[config.mk]
export PLATFORM = sky130hd
export DESIGN_NAME = uart_rx_core_flat
export DESIGN_NICKNAME = d
export VERILOG_FILES = /design/src/rtl/uart_rx_core_if.sv /design/src/rtl/uart_rx_core.sv /design/src/flat_wrapper.sv
export SDC_FILE = /design/constraint.sdc
export NUM_CORES = 1
export LEC_CHECK = 0
export ABC_AREA = 1
export BUFFER_PORTS_ARGS = -buffer_cell sky130_fd_sc_hd__buf_2
export CORE_MARGIN = 3
export CORE_UTILIZATION = 55
export CTS_BUF_LIST = sky130_fd_sc_hd__clkbuf_4 sky130_fd_sc_hd__clkbuf_8
export DETAILED_ROUTE_END_ITERATION = 16
export MAX_ROUTING_LAYER = met4
export PLACE_DENSITY = 0.84
export SYNTH_ARGS = -nofsm -noshare
export SYNTH_HDL_FRONTEND = slang
export SYNTH_SLANG_ARGS = --single-unit
[constraint.sdc]
create_clock -name clk -period 2.4 [get_ports clk]
set_clock_uncertainty 0.1 [all_clocks]
set_input_delay 0.12 -clock clk [delete_from_list [all_inputs] [get_ports clk]]
set_output_delay 0.12 -clock clk [all_outputs]
set_load 0.02 [all_outputs]
[src/rtl/uart_rx_core_if.sv]
// Read port of the UART receive FIFO: head word plus per-word error flags.
// Valid/ready handshake; the word is consumed on a clk edge where both are high.
interface uart_rx_core_if #(
  parameter int DATA_BITS = 8
);
  logic                 rd_valid;
  logic                 rd_ready;
  logic [DATA_BITS-1:0] rd_data;
  logic                 rd_perr;
  logic                 rd_ferr;

  modport master (output rd_valid, rd_data, rd_perr, rd_ferr, input rd_ready);
  modport slave  (input rd_valid, rd_data, rd_perr, rd_ferr, output rd_ready);
endinterface

[src/rtl/uart_rx_core.sv]
// 16x-oversampled UART receiver; a word lands in the show-ahead FIFO 1 clk after its last stop sample.
// Read side is valid/ready; a frame arriving while the FIFO is full is dropped and sets sticky overrun.
module uart_rx_core #(
  parameter int BAUD_DIV   = 27,
  parameter int DATA_BITS  = 8,
  parameter int PARITY     = 0,
  parameter int STOP_BITS  = 1,
  parameter int FIFO_DEPTH = 8
) (
  input  logic                          clk,
  input  logic                          rst,
  input  logic                          en,
  input  logic                          rx,
  uart_rx_core_if.master                rd,
  output logic                          overrun,
  input  logic                          err_clr,
  output logic [$clog2(FIFO_DEPTH):0]   fifo_count,
  output logic                          busy
);
  localparam int AW = $clog2(FIFO_DEPTH);
  localparam int DW = $clog2(BAUD_DIV);
  localparam int WW = DATA_BITS + 2;

  typedef enum logic [2:0] {IDLE, START, DATA, PAR, STOP} state_t;

  logic [1:0]           sync_q;
  logic                 rx_s;
  logic [DW-1:0]        div_cnt;
  logic                 tick;
  state_t               state;
  logic [3:0]           s_cnt;
  logic [3:0]           b_cnt;
  logic [DATA_BITS-1:0] shreg;
  logic                 perr_q;
  logic                 ferr_q;
  logic                 stop_idx;
  logic                 last_stop;
  logic                 push_vld;
  logic [WW-1:0]        push_word;

  logic [WW-1:0]        mem [FIFO_DEPTH];
  logic [AW-1:0]        wr_ptr;
  logic [AW-1:0]        rd_ptr;
  logic [AW:0]          count;
  logic [WW-1:0]        head;
  logic                 pop;
  logic                 full;
  logic                 push_ok;

  always_ff @(posedge clk or negedge rst) begin
    if (!rst) sync_q <= 2'b11;
    else      sync_q <= {sync_q[0], rx};
  end
  assign rx_s = sync_q[1];

  assign tick = (div_cnt == DW'(BAUD_DIV - 1));
  always_ff @(posedge clk or negedge rst) begin
    if (!rst)      div_cnt <= '0;
    else if (tick) div_cnt <= '0;
    else           div_cnt <= div_cnt + DW'(1);
  end

  // The last stop sample is folded into the pushed ferr on the same tick.
  assign last_stop = (STOP_BITS == 1) || stop_idx;
  assign push_vld  = tick && (state == STOP) && (s_cnt == 4'd15) && last_stop;
  assign push_word = {ferr_q | ~rx_s, perr_q, shreg};

  always_ff @(posedge clk or negedge rst) begin
    if (!rst) begin
      state    <= IDLE;
      s_cnt    <= '0;
      b_cnt    <= '0;
      shreg    <= '0;
      perr_q   <= 1'b0;
      ferr_q   <= 1'b0;
      stop_idx <= 1'b0;
      busy     <= 1'b0;
    end else if (!en) begin
      state <= IDLE;
      busy  <= 1'b0;
    end else if (tick) begin
      s_cnt <= s_cnt + 4'd1;
      case (state)
        IDLE: if (!rx_s) begin
          state <= START;
          s_cnt <= '0;
          busy  <= 1'b1;
        end
        START: if (s_cnt == 4'd7) begin
          s_cnt    <= '0;
          b_cnt    <= '0;
          perr_q   <= 1'b0;
          ferr_q   <= 1'b0;
          stop_idx <= 1'b0;
          if (!rx_s) begin
            state <= DATA;
          end else begin
            state <= IDLE;
            busy  <= 1'b0;
          end
        end
        DATA: if (s_cnt == 4'd15) begin
          shreg <= {rx_s, shreg[DATA_BITS-1:1]};
          b_cnt <= b_cnt + 4'd1;
          if (b_cnt == 4'(DATA_BITS - 1)) state <= (PARITY != 0) ? PAR : STOP;
        end
        PAR: if (s_cnt == 4'd15) begin
          perr_q <= (PARITY == 2) ? ~(^shreg ^ rx_s) : (^shreg ^ rx_s);
          state  <= STOP;
        end
        STOP: if (s_cnt == 4'd15) begin
          if (!rx_s) ferr_q <= 1'b1;
          if (last_stop) begin
            state <= IDLE;
            busy  <= 1'b0;
          end else begin
            stop_idx <= 1'b1;
          end
        end
        default: state <= IDLE;
      endcase
    end
  end

  assign pop     = rd.rd_valid && rd.rd_ready;
  assign full    = (count == (AW + 1)'(FIFO_DEPTH));
  assign push_ok = push_vld && (!full || pop);

  always_ff @(posedge clk) begin
    if (push_ok) mem[wr_ptr] <= push_word;
  end

  always_ff @(posedge clk or negedge rst) begin
    if (!rst) begin
      wr_ptr  <= '0;
      rd_ptr  <= '0;
      count   <= '0;
      overrun <= 1'b0;
    end else begin
      if (push_ok) wr_ptr <= wr_ptr + AW'(1);
      if (pop)     rd_ptr <= rd_ptr + AW'(1);
      case ({push_ok, pop})
        2'b10:   count <= count + (AW + 1)'(1);
        2'b01:   count <= count - (AW + 1)'(1);
        default: count <= count;
      endcase
      if (push_vld && !push_ok) overrun <= 1'b1;
      else if (err_clr)         overrun <= 1'b0;
    end
  end

  assign head        = mem[rd_ptr];
  assign rd.rd_valid = (count != '0);
  assign rd.rd_data  = rd.rd_valid ? head[DATA_BITS-1:0] : '0;
  assign rd.rd_perr  = rd.rd_valid ? head[DATA_BITS]     : 1'b0;
  assign rd.rd_ferr  = rd.rd_valid ? head[DATA_BITS+1]   : 1'b0;
  assign fifo_count  = count;
endmodule

[src/flat_wrapper.sv]
// flat-port wrapper written by rule: the top's interface ports become plain ports
module uart_rx_core_flat 
#(
  parameter int BAUD_DIV   = 27,
  parameter int DATA_BITS  = 8,
  parameter int PARITY     = 0,
  parameter int STOP_BITS  = 1,
  parameter int FIFO_DEPTH = 8
)
  (clk, rst, en, rx, overrun, err_clr, fifo_count, busy, rd_rd_valid, rd_rd_data, rd_rd_perr, rd_rd_ferr, rd_rd_ready);
  uart_rx_core_if #(.DATA_BITS(DATA_BITS)) rd_i ();
  input  logic clk;
  input  logic rst;
  input  logic en;
  input  logic rx;
  output logic overrun;
  input  logic err_clr;
  output logic [$clog2(FIFO_DEPTH):0] fifo_count;
  output logic busy;
  output wire logic [$bits(rd_i.rd_valid)-1:0] rd_rd_valid;
  output wire logic [$bits(rd_i.rd_data)-1:0] rd_rd_data;
  output wire logic [$bits(rd_i.rd_perr)-1:0] rd_rd_perr;
  output wire logic [$bits(rd_i.rd_ferr)-1:0] rd_rd_ferr;
  input wire logic [$bits(rd_i.rd_ready)-1:0] rd_rd_ready;
  assign rd_rd_valid = rd_i.rd_valid;
  assign rd_rd_data = rd_i.rd_data;
  assign rd_rd_perr = rd_i.rd_perr;
  assign rd_rd_ferr = rd_i.rd_ferr;
  assign rd_i.rd_ready = rd_rd_ready;
  uart_rx_core #(.BAUD_DIV(BAUD_DIV), .DATA_BITS(DATA_BITS), .PARITY(PARITY), .STOP_BITS(STOP_BITS), .FIFO_DEPTH(FIFO_DEPTH)) u_core (.clk(clk), .rst(rst), .en(en), .rx(rx), .rd(rd_i), .overrun(overrun), .err_clr(err_clr), .fifo_count(fifo_count), .busy(busy));
endmodule
==> flow_summary.json <==
{
  "worst_pin_slew_ps": 907,
  "via_count": 4033,
  "die-area_um2": 11100,
  "crit_arrival_ps": 2500,
  "p_leak_nw": 2.74,
  "drc": 0,
  "status": "completed",
  "required_ps": 2630,
  "worstSetupEndpointType": "flop",
  "path_clk_slew_ps": 80,
  "fin_crit_ps": 2280,
  "postSynthNetCount": 559,
  "synth_top_area_cell": "edfxtp_1",
  "maxCapViolCount": 0,
  "pin_count": 23,
  "grt.overflow.total": 0,
  "r2r_end": "u_core.fifo_count[3]",
  "dr.pass1.iters": 5,
  "synth-edff-count": 80,
  "synthToLayoutAreaGrowth_pct": 15.2,
  "grt_max_degree": 43,
  "syn_area_um2": 5430,
  "grt_pass1_vias": 3879,
  "cts_buffers": 17,
  "cts-root-buf": "clkbuf_8",
  "whs_endpoint": "u_core.rd_ptr[0]",
  "die_w_um": 105,
  "crit_start": "u_core.div_cnt[0]",
  "worstSkewPairLatency_ps": 430,
  "yosysWarnings": 0,
  "worst_hold_slack_ps": 51.2,
  "slew_headroom_pct": 39.5,
  "ys_seq_elements": 120,
  "hold_path_startpoint": "rd_rd_ready",
  "path_max_fanout": 5,
  "floorplan.die.height_um": 105,
  "min_path_cells": 4,
  "pwr_density_cell_nw_per_um2": 1010,
  "synth_top_flop_cell": "edfxtp_1",
  "antenna_found_initial": 0,
  "core_area_um2": 9420,
  "start_util_pct": 57.7,
  "post-dp-hpwl_um": 7070,
  "placementRows": 35,
  "synth.top_cell.area_share_pct": 44.2,
  "period_share_pct": 94.9,
  "hold_class": "input pin to flop",
  "ys_seq_area_share_pct": 62.7,
  "tritoncts": "yes",
  "grt_usage_pct": 21.0,
  "synthCells": 544,
  "num-nets-final": 608,
  "place_congestion": 0.836,
  "drtIter0Drc": 343,
  "wirelength_um": 11000,
  "hold_viol_final": 0,
  "peakVddDrop_v": 0.000486,
  "cts_max_level": 4,
  "clkSinkCount": 120,
  "worst_slack_ps": 121,
  "ant_nets": 0,
  "cp-start-kind": "flop",
  "synthTopCellsByArea": "edfxtp_1 (44%), dfrtp_1 (18%), nor2_1 (7.3%), o21ai_0 (7.0%), nand2_1 (6.2%)",
  "cts_max_path_buffers": 2,
  "dp_worst_setup_slack_ps": 5.88,
  "port-buffer-count": 22,
  "setup_viol": 0,
  "worstRegToRegCells": 15,
  "n_antenna_cell": 0,
  "syn_avg_cell_area_um2": 9.99,
  "timing.rr.start": "u_core.div_cnt[0]",
  "rsz0062_at_grt": "yes",
  "ys_types": 33,
  "grt_pass1_wl_um": 17900,
  "finalPower_mw": 6.31,
  "timing_worst_setup_path_type": "flop to flop",
  "async_flop_share_pct": 33.3,
  "fmax_mhz": 439,
  "rrSetupSlack_ps": 120,
  "routedWlPerCell_um": 15.0,
  "slew_violations": 0,
  "tns_ps": 0,
  "layout-drive-gt1-share_pct": 17.0,
  "viasPerCell": 5.49
}
-- synth_stat cells, types with 3 or more instances --
cell        n
xnor2_1     3
o21ai_0    76
buf_2       6
nand2_1    90
ha_1        9
xor2_1      4
o32ai_1    10
inv_1      45
nand3_1    19
edfxtp_1   80
nor2_1    106
a21oi_1     5
o21ai_1     3
nand4_1     5
dfrtp_1    38
nor3_1     13
clkbuf_1   10
-- power breakdown --
group	internal, mW	switching (mW)	leakage, nW
combinational	0.741	1.44	1.19
clock	0.921	0.811	0.186
sequential	2.29	0.109	1.37
total	3.95	2.36	2.74
-- critical path, cell delays in order (launching register included) --
cell and delay, ps:
dfrtp_1 400, inv_1 70, ha_2 170, inv_2 40, nor2_4 140, nand2_4 90
nor2_8 140, nand3_4 130, ha_4 210, buf_4 140, xnor2_2 210, nor2_1 80
nand2_1 80, nand3_1 70, nand2_1 60, nand2_1 40
-- logic make-up (layout without fill, tap and decap cells) --
| kind of cell | after synthesis | count (layout) | share of synthesized area [%] |
|---|---|---|---|
| compound gates | 95 | 95 | 9.47 |
| xor+xnor | 7 | 7 | 1.13 |
| fa+ha+maj | 9 | 9 | 2.07 |
| buf+inv | 66 | 128 | 4.86 |
| flops | 120 | 120 | 62.7 |
| mux | 1 | 1 | 0.207 |
| simple gates | 246 | 246 | 19.6 |
-- per-layer routing --
| layer | share of wire, % | global-route usage, % |
|---|---|---|
| met5 | 0 | - |
| met4 | 1.5 | 6.37 |
| met3 | 6.1 | 5.02 |
| met2 | 52 | 36.5 |
| met1 | 40 | 24.0 |
-- repair_timing --
item | 4_1_cts | 5_1_grt
hold buffers | 4 | 0
resized for setup | 1 | 13
setup buffers | 0 | 8
endpoints found under the setup margin | 1 | 3
hold endpoints to repair | 42 | 0
pin swaps | 0 | 4
-- cell type report --
cell class / count / area (um2)
timing repair buffer: 48 / 315
clock inverter: 15 / 153
inverter: 48 / 181
tap: 129 / 161
multi-input combinational: 358 / 1810
sequential: 120 / 3410
clock buffer: 17 / 234
fill: 663 / 3160
-- state kept, by name (all words and copies together) (netlist names), 2 cells and up --
signal,cells
u_core.mem,80
u_core.shreg,8
u_core.div_cnt,5
u_core.b_cnt,4
u_core.fifo_count,4
u_core.s_cnt,4
u_core.rd_ptr,3
u_core.state,3
u_core.wr_ptr,3
u_core.sync_q,2
-- stage by stage --
stage	cells	utilization [%]	cell area, um2
global placement	691	60.8	5730
floorplan	544	-	5430
finish	735	66.4	6260
CTS	727	65.4	6150
global route	735	66.4	6260
detailed placement	691	60.8	5730
-- worst max path at each step --
stage | cells after the start | endpoint | slack [ps]
6_report | 15 | u_core.fifo_count[3] | 120
5_1_grt | 16 | u_core.fifo_count[3] | -50
4_1_cts | 14 | u_core.fifo_count[2] | 10
3_5_place_dp | 16 | u_core.fifo_count[3] | 6
3_3_place_gp | 16 | u_core.fifo_count[3] | 160
2_1_floorplan | 9 | u_core.mem[0][0] | -140
-- placed cells by master, fill, tap and decap left out, types with 5 or more instances in the layout --
| cell type | synthesis | routed |
|---|---|---|
| buf_4 | 0 | 22 |
| ha_1 | 9 | 6 |
| dfrtp_1 | 38 | 38 |
| nor3_1 | 13 | 13 |
| nand4_1 | 5 | 5 |
| nor2_1 | 106 | 104 |
| nand2_1 | 90 | 90 |
| nand3_1 | 19 | 19 |
| o21ai_0 | 76 | 74 |
| clkbuf_8 | 0 | 17 |
| edfxtp_1 | 80 | 80 |
| buf_2 | 6 | 22 |
| inv_1 | 45 | 43 |
| o32ai_1 | 10 | 10 |
Note: power is estimated with default switching activity, not from simulation.
